## src/rtl/fifo_pkg.sv

```systemverilog
// Shared types and helpers for the FIFO read-side drain stage.
package fifo_pkg;

  typedef enum logic [1:0] {
    EMPTY = 2'd0,
    ONE   = 2'd1,
    TWO   = 2'd2
  } occ_t;

  // Beat counter width: ceil(log2(pkt_len)), never narrower than one bit.
  function automatic int beat_width(input int pkt_len);
    return (pkt_len <= 2) ? 1 : $clog2(pkt_len);
  endfunction

endpackage

```

## src/rtl/pkt_beat_cnt.sv

```systemverilog
// Modulo-PKT_LEN beat counter; tc flags the final beat of the current packet.
module pkt_beat_cnt
  import fifo_pkg::*;
#(
  parameter int PKT_LEN = 4,
  parameter int W       = beat_width(PKT_LEN)
) (
  input  logic clk,
  input  logic rst,
  input  logic inc,
  output logic tc
);

  localparam logic [W-1:0] LAST = W'(PKT_LEN - 1);

  logic [W-1:0] beat;

  always_ff @(posedge clk) begin
    if (rst) begin
      beat <= '0;
    end else if (inc) begin
      beat <= (beat == LAST) ? '0 : beat + 1'b1;
    end
  end

  assign tc = (beat == LAST);

endmodule

```

## src/rtl/fifo_rd_stream.sv

```systemverilog
// Drains the async FIFO read port into a 2-entry skid buffer and presents it as a
// packetised valid/ready stream; downstream ready never reaches the pop path.
module fifo_rd_stream
  import fifo_pkg::*;
#(
  parameter int D_SIZE  = 16,
  parameter int PKT_LEN = 4,
  parameter int CNT_W   = 16
) (
  input  logic              r_clk,
  input  logic              i_r_rst,
  input  logic              i_en,
  input  logic              i_fifo_empty,
  input  logic [D_SIZE-1:0] i_fifo_data,
  output logic              o_fifo_inc,
  output logic              o_m_valid,
  input  logic              i_m_ready,
  output logic [D_SIZE-1:0] o_m_data,
  output logic              o_m_last,
  output logic [CNT_W-1:0]  o_pop_count
);

  localparam int BEAT_W = beat_width(PKT_LEN);

  occ_t              cnt;
  logic [D_SIZE-1:0] head;
  logic [D_SIZE-1:0] tail;
  logic              pop;
  logic              fire;
  logic              beat_tc;

  // Pop decision uses only registered occupancy, so i_m_ready cannot reach o_fifo_inc.
  // Reset also blocks popping because the FIFO read side is being reset alongside us.
  assign pop        = i_en & ~i_fifo_empty & (cnt != TWO) & ~i_r_rst;
  assign o_fifo_inc = pop;

  assign o_m_valid = (cnt != EMPTY);
  assign o_m_data  = head;
  assign fire      = o_m_valid & i_m_ready;
  assign o_m_last  = o_m_valid & beat_tc;

  always_ff @(posedge r_clk) begin
    if (i_r_rst) begin
      cnt  <= EMPTY;
      head <= '0;
      tail <= '0;
    end else begin
      unique case ({pop, fire})
        2'b10: begin
          if (cnt == EMPTY) begin
            cnt  <= ONE;
            head <= i_fifo_data;
          end else if (cnt == ONE) begin
            cnt  <= TWO;
            tail <= i_fifo_data;
          end
        end
        2'b01: begin
          if (cnt == ONE) begin
            cnt <= EMPTY;
          end else if (cnt == TWO) begin
            cnt  <= ONE;
            head <= tail;
          end
        end
        2'b11: begin
          head <= i_fifo_data;
        end
        default: begin
          cnt <= cnt;
        end
      endcase
    end
  end

  always_ff @(posedge r_clk) begin
    if (i_r_rst) begin
      o_pop_count <= '0;
    end else if (pop) begin
      o_pop_count <= o_pop_count + 1'b1;
    end
  end

  pkt_beat_cnt #(
    .PKT_LEN (PKT_LEN),
    .W       (BEAT_W)
  ) u_beat_cnt (
    .clk (r_clk),
    .rst (i_r_rst),
    .inc (fire),
    .tc  (beat_tc)
  );

endmodule

```

## config.mk

```make
export PLATFORM = sky130hd
export DESIGN_NAME = fifo_rd_stream
export DESIGN_NICKNAME = d
export VERILOG_FILES = /design/src/rtl/fifo_pkg.sv /design/src/rtl/pkt_beat_cnt.sv /design/src/rtl/fifo_rd_stream.sv
export SDC_FILE = /design/constraint.sdc
export NUM_CORES = 1
export LEC_CHECK = 0
export CAP_MARGIN = 20
export CORE_MARGIN = 4
export CORE_UTILIZATION = 49
export CTS_CLUSTER_DIAMETER = 200
export CTS_CLUSTER_SIZE = 16
export DETAILED_ROUTE_END_ITERATION = 8
export GPL_TIMING_DRIVEN = 0
export PLACE_DENSITY = 0.8
export SKIP_CTS_REPAIR_TIMING = 1
export SLEW_MARGIN = 0
export SYNTH_ARGS = -nofsm -noshare
export SYNTH_HDL_FRONTEND = slang
export SYNTH_SLANG_ARGS = --single-unit
```

## constraint.sdc

```tcl
create_clock -name r_clk -period 3 [get_ports r_clk]
set_input_delay 0.6 -clock r_clk [delete_from_list [all_inputs] [get_ports r_clk]]
set_output_delay 0.6 -clock r_clk [all_outputs]
set_load 0.01 [all_outputs]
```

==> results.txt <==
- Final ANT Viol Nets: 0
* Worst setup margin: 0.0594 ns
- Final critical path time including I/O delays and setup: around 2.9 ns
- Area share of the largest cell type after synthesis: 0.462
- Hpwl dp: 4.00 mm
* Routed WL: ~5.5 mm
- Required time at the endpoint of the critical path: 2.40 ns
- The critical path ends at o_fifo_inc.
* Die boundary height: 75.8 um
* GR Overflow Total: 0
- Sum of negative setup slack: 0 ns
* Mapped Area: between 2000 and 2500 um2
- Share of total power consumed by net switching: 0.271
- In this run the critical register-to-register path is captured at o_pop_count[15].
- Nature of the critical path endpoint: output pin
- Number of vias per cell after detailed routing: 5.55
- Data arrival time at the worst-slack endpoint: 2.34 ns
* Worst-Skew Late Latency: between 0.3 and 0.4 ns
* Hold Vio Cnt, Final: 0
* Post-layout net count: 355
- I/O Pins: 56
- R2r setup slk: 0.21 ns
- Launch point of the worst path: i_fifo_empty
- Overall via count from detail_route: roughly 2100
- For the pin with the worst max-slew slack, the measured transition is 0.608 ns.
- The first global-routing pass estimated 8.98 mm of wire.
- Max cap viols: 0
- Leak Pwr: between 0.9 and 1 nW
- Sequential share of power: 0.514
- NetSw: 398 uW
- No sink is reached through more buffers than the 2 on the longest clock path.
- The floorplan step set the die width to 75.8 um.
- Number of cell rows: 24
- H-tree depth: 2
- The number of antenna violations at the first check in global routing was 0.
- After technology mapping, the gate count stands at 266.
* Total of flip-flops plus latches after synthesis: 52
- The die covers 5750 um2.
* Finished Core Util: 0.669
- Counting every net in the synthesized netlist gives just under 300.
* Critical path peak fanout: 5
* CTS Buf Count: 5
- Cell types occupying the most area after synthesis: sky130_fd_sc_hd__dfxtp_1 46%, sky130_fd_sc_hd__a21oi_1 8.9%, sky130_fd_sc_hd__nand2_1 7.0%
- Share of the clock period used by the worst path: 0.980
* Worst Setup Start Kind: input port
* Setup violations, final: 0
* Total iterations of the first detailed-routing run: 4
* Unrepaired setup endpoints after global routing: no
* Power density relative to cell area: 497 nW/um2
* Logic gate share of total power: 0.205
- CORE AREA: 4410 um2
- In this run the worst hold path is classified as register to register.
- VDD sags by at most 327 uV.
- At the placement stage, the worst setup path has a slack of -0.190 ns.
- In the final layout, flip-flops and latches occupy 1040 um2.
- Highest clock rate: 340 MHz
- GP Congestion: around 0.92
- Number of cells traversed by the worst register-to-register path: 8
- Yosys printed 0 warnings.
- Clock sinks: 52
- During placement, the flow inserted port buffers numbering 54.
* Combined area of the multi-input logic cells: 1100 um2
- Of the synthesized area, sequential elements account for 0.462.
* Detailed-route DRC error count: 0
- Relative slew slack: 0.594
- Synthesis instantiated 36 different standard cells from the library.
* Type of the worst setup path: input port to output pin
- Compared with the post-synthesis result, the final layout area differs by 31.0%.
* Root buffer cell: sky130_fd_sc_hd__clkbuf_8
- Clock transition time at the flip-flop clock pins of the worst setup and hold paths: approximately 0.090 ns
- CTS tree: built
- Fraction of final layout cells with drive strength greater than 1: 0.0427
* Proportion of power drawn by the clock network: 0.281
- Biggest area consumer among synthesized cells: sky130_fd_sc_hd__dfxtp_1
* Worst reg2reg path startpoint: cnt[0]
- Number of pins with negative max-slew slack in the final report: 0
* Antenna diodes: 0
- The run finished with clean final reports.
- Number of global-route vias before repair: 1998
- The first routing iteration left 131 violations.
- Averaged over all synthesized cells, the footprint is 8.48 um2.
- Entering global routing, the biggest net connects 15 pins.
* Internal Dissipation: 1.07 mW
- Number of fill cells: a little under 400
- Across every metal layer, demand over resource in global routing totals 0.204.
* Initial Util: 0.511
* Routed wire per std cell: 14.6 um
* Clock skew after layout: 0.00386 ns
area by class of cell:
class	count	area share
inverter	9	0.0114
buffer	18	0.0296
tap	52	0.0220
timing repair buffer	54	0.183
clock buffer	8	0.0305
multi-input combinational	187	0.371
sequential	52	0.352
synthesized netlist by cell type, drive strengths merged:
cell type	number
ha	7
mux2i	1
clkbuf	15
inv	9
a211oi	16
o21ai	4
nand4	3
or3	2
and3	1
o22ai	16
nand3	4
nand3b	1
a211o	1
o31ai	4
nor4	3
or4	5
nand2	42
a21oi	40
a221oi	1
nor3b	2
buf	3
nor3	3
xor2	3
xnor2	6
a22oi	1
nor2b	1
or4b	2
nand4bb	1
nand2b	1
a31o	1
dfxtp	52
and2	1
nor2	14
cell usage in the layout (no fill, tap or decap), types with 4 or more instances in the layout:
cell type	netlist	layout
sky130_fd_sc_hd__a211oi_1	16	16
sky130_fd_sc_hd__a21oi_1	40	40
sky130_fd_sc_hd__clkbuf_1	15	14
sky130_fd_sc_hd__clkbuf_8	0	6
sky130_fd_sc_hd__clkdlybuf4s50_1	0	54
sky130_fd_sc_hd__dfxtp_1	52	52
sky130_fd_sc_hd__ha_1	7	7
sky130_fd_sc_hd__inv_1	9	9
sky130_fd_sc_hd__nand2_1	42	42
sky130_fd_sc_hd__nand3_1	4	4
sky130_fd_sc_hd__nor2_1	14	14
sky130_fd_sc_hd__o22ai_1	16	16
sky130_fd_sc_hd__o31ai_1	4	4
sky130_fd_sc_hd__or4_1	5	5
sky130_fd_sc_hd__xnor2_1	6	6
per-stage QoR:
stage	instances	hold slack, ns	cell area [um2]	total power, mW
after floorplan	266	0.437	2250	0.928
after global placement	372	0.443	2860	1.06
after detailed placement	372	0.447	2860	1.07
after CTS	380	0.459	2950	1.47
after global routing	380	0.465	2950	1.54
final	380	0.460	2950	1.47
registers in the layout (all words and copies together) (netlist names):
name and flops:
o_pop_count 16, u_beat_cnt.beat 2, o_m_data 16, tail 16, cnt 2
power groups by stage:
| stage | clock (mW) | sequential (mW) | combinational, mW |
|---|---|---|---|
| floorplan | 0 | 0.782 | 0.147 |
| global placement | 0 | 0.769 | 0.295 |
| detailed placement | 0 | 0.769 | 0.300 |
| CTS | 0.415 | 0.754 | 0.301 |
| global route | 0.447 | 0.758 | 0.334 |
| finish | 0.413 | 0.754 | 0.300 |
layer usage:
layer,wire length [um],vias up,track usage
met3,273,8,0.0501
li1,-,1072,-
met5,0,-,0
met1,2540,987,0.263
met2,2650,43,0.334
met4,75,0,0.0680
how the worst min path moves through the flow:
stage          depth (start not counted)  startpoint  endpoint  slack, ns
2_1_floorplan                          2     tail[0]   tail[0]       0.44
3_3_place_gp                           2     tail[3]   tail[3]       0.44
3_5_place_dp                           2     tail[6]   tail[6]       0.45
4_1_cts                                2     tail[6]   tail[6]       0.46
5_1_grt                                2     i_r_rst    cnt[0]       0.47
6_report                               2     tail[4]   tail[4]       0.46
critical path, stage by stage:
cell                              delay, ns
sky130_fd_sc_hd__clkdlybuf4s50_1       0.45
sky130_fd_sc_hd__or4b_4                0.55
sky130_fd_sc_hd__buf_6                 0.14
sky130_fd_sc_hd__inv_1                 0.06
sky130_fd_sc_hd__clkdlybuf4s50_1       0.54
kinds of logic (layout without fill, tap and decap cells):
kind of cell / Yosys count / in the layout / share of synthesized area
AND/OR/NAND/NOR: 86 / 86 / 0.184
AO/OA/AOI/OAI: 84 / 84 / 0.224
flip-flops: 52 / 52 / 0.462
buffers and inverters: 27 / 89 / 0.0522
XOR/XNOR: 9 / 9 / 0.0350
adder cells (fa/ha/maj): 7 / 7 / 0.0388
multiplexers: 1 / 1 / 0.00444
(Power assumes the default switching activity.)
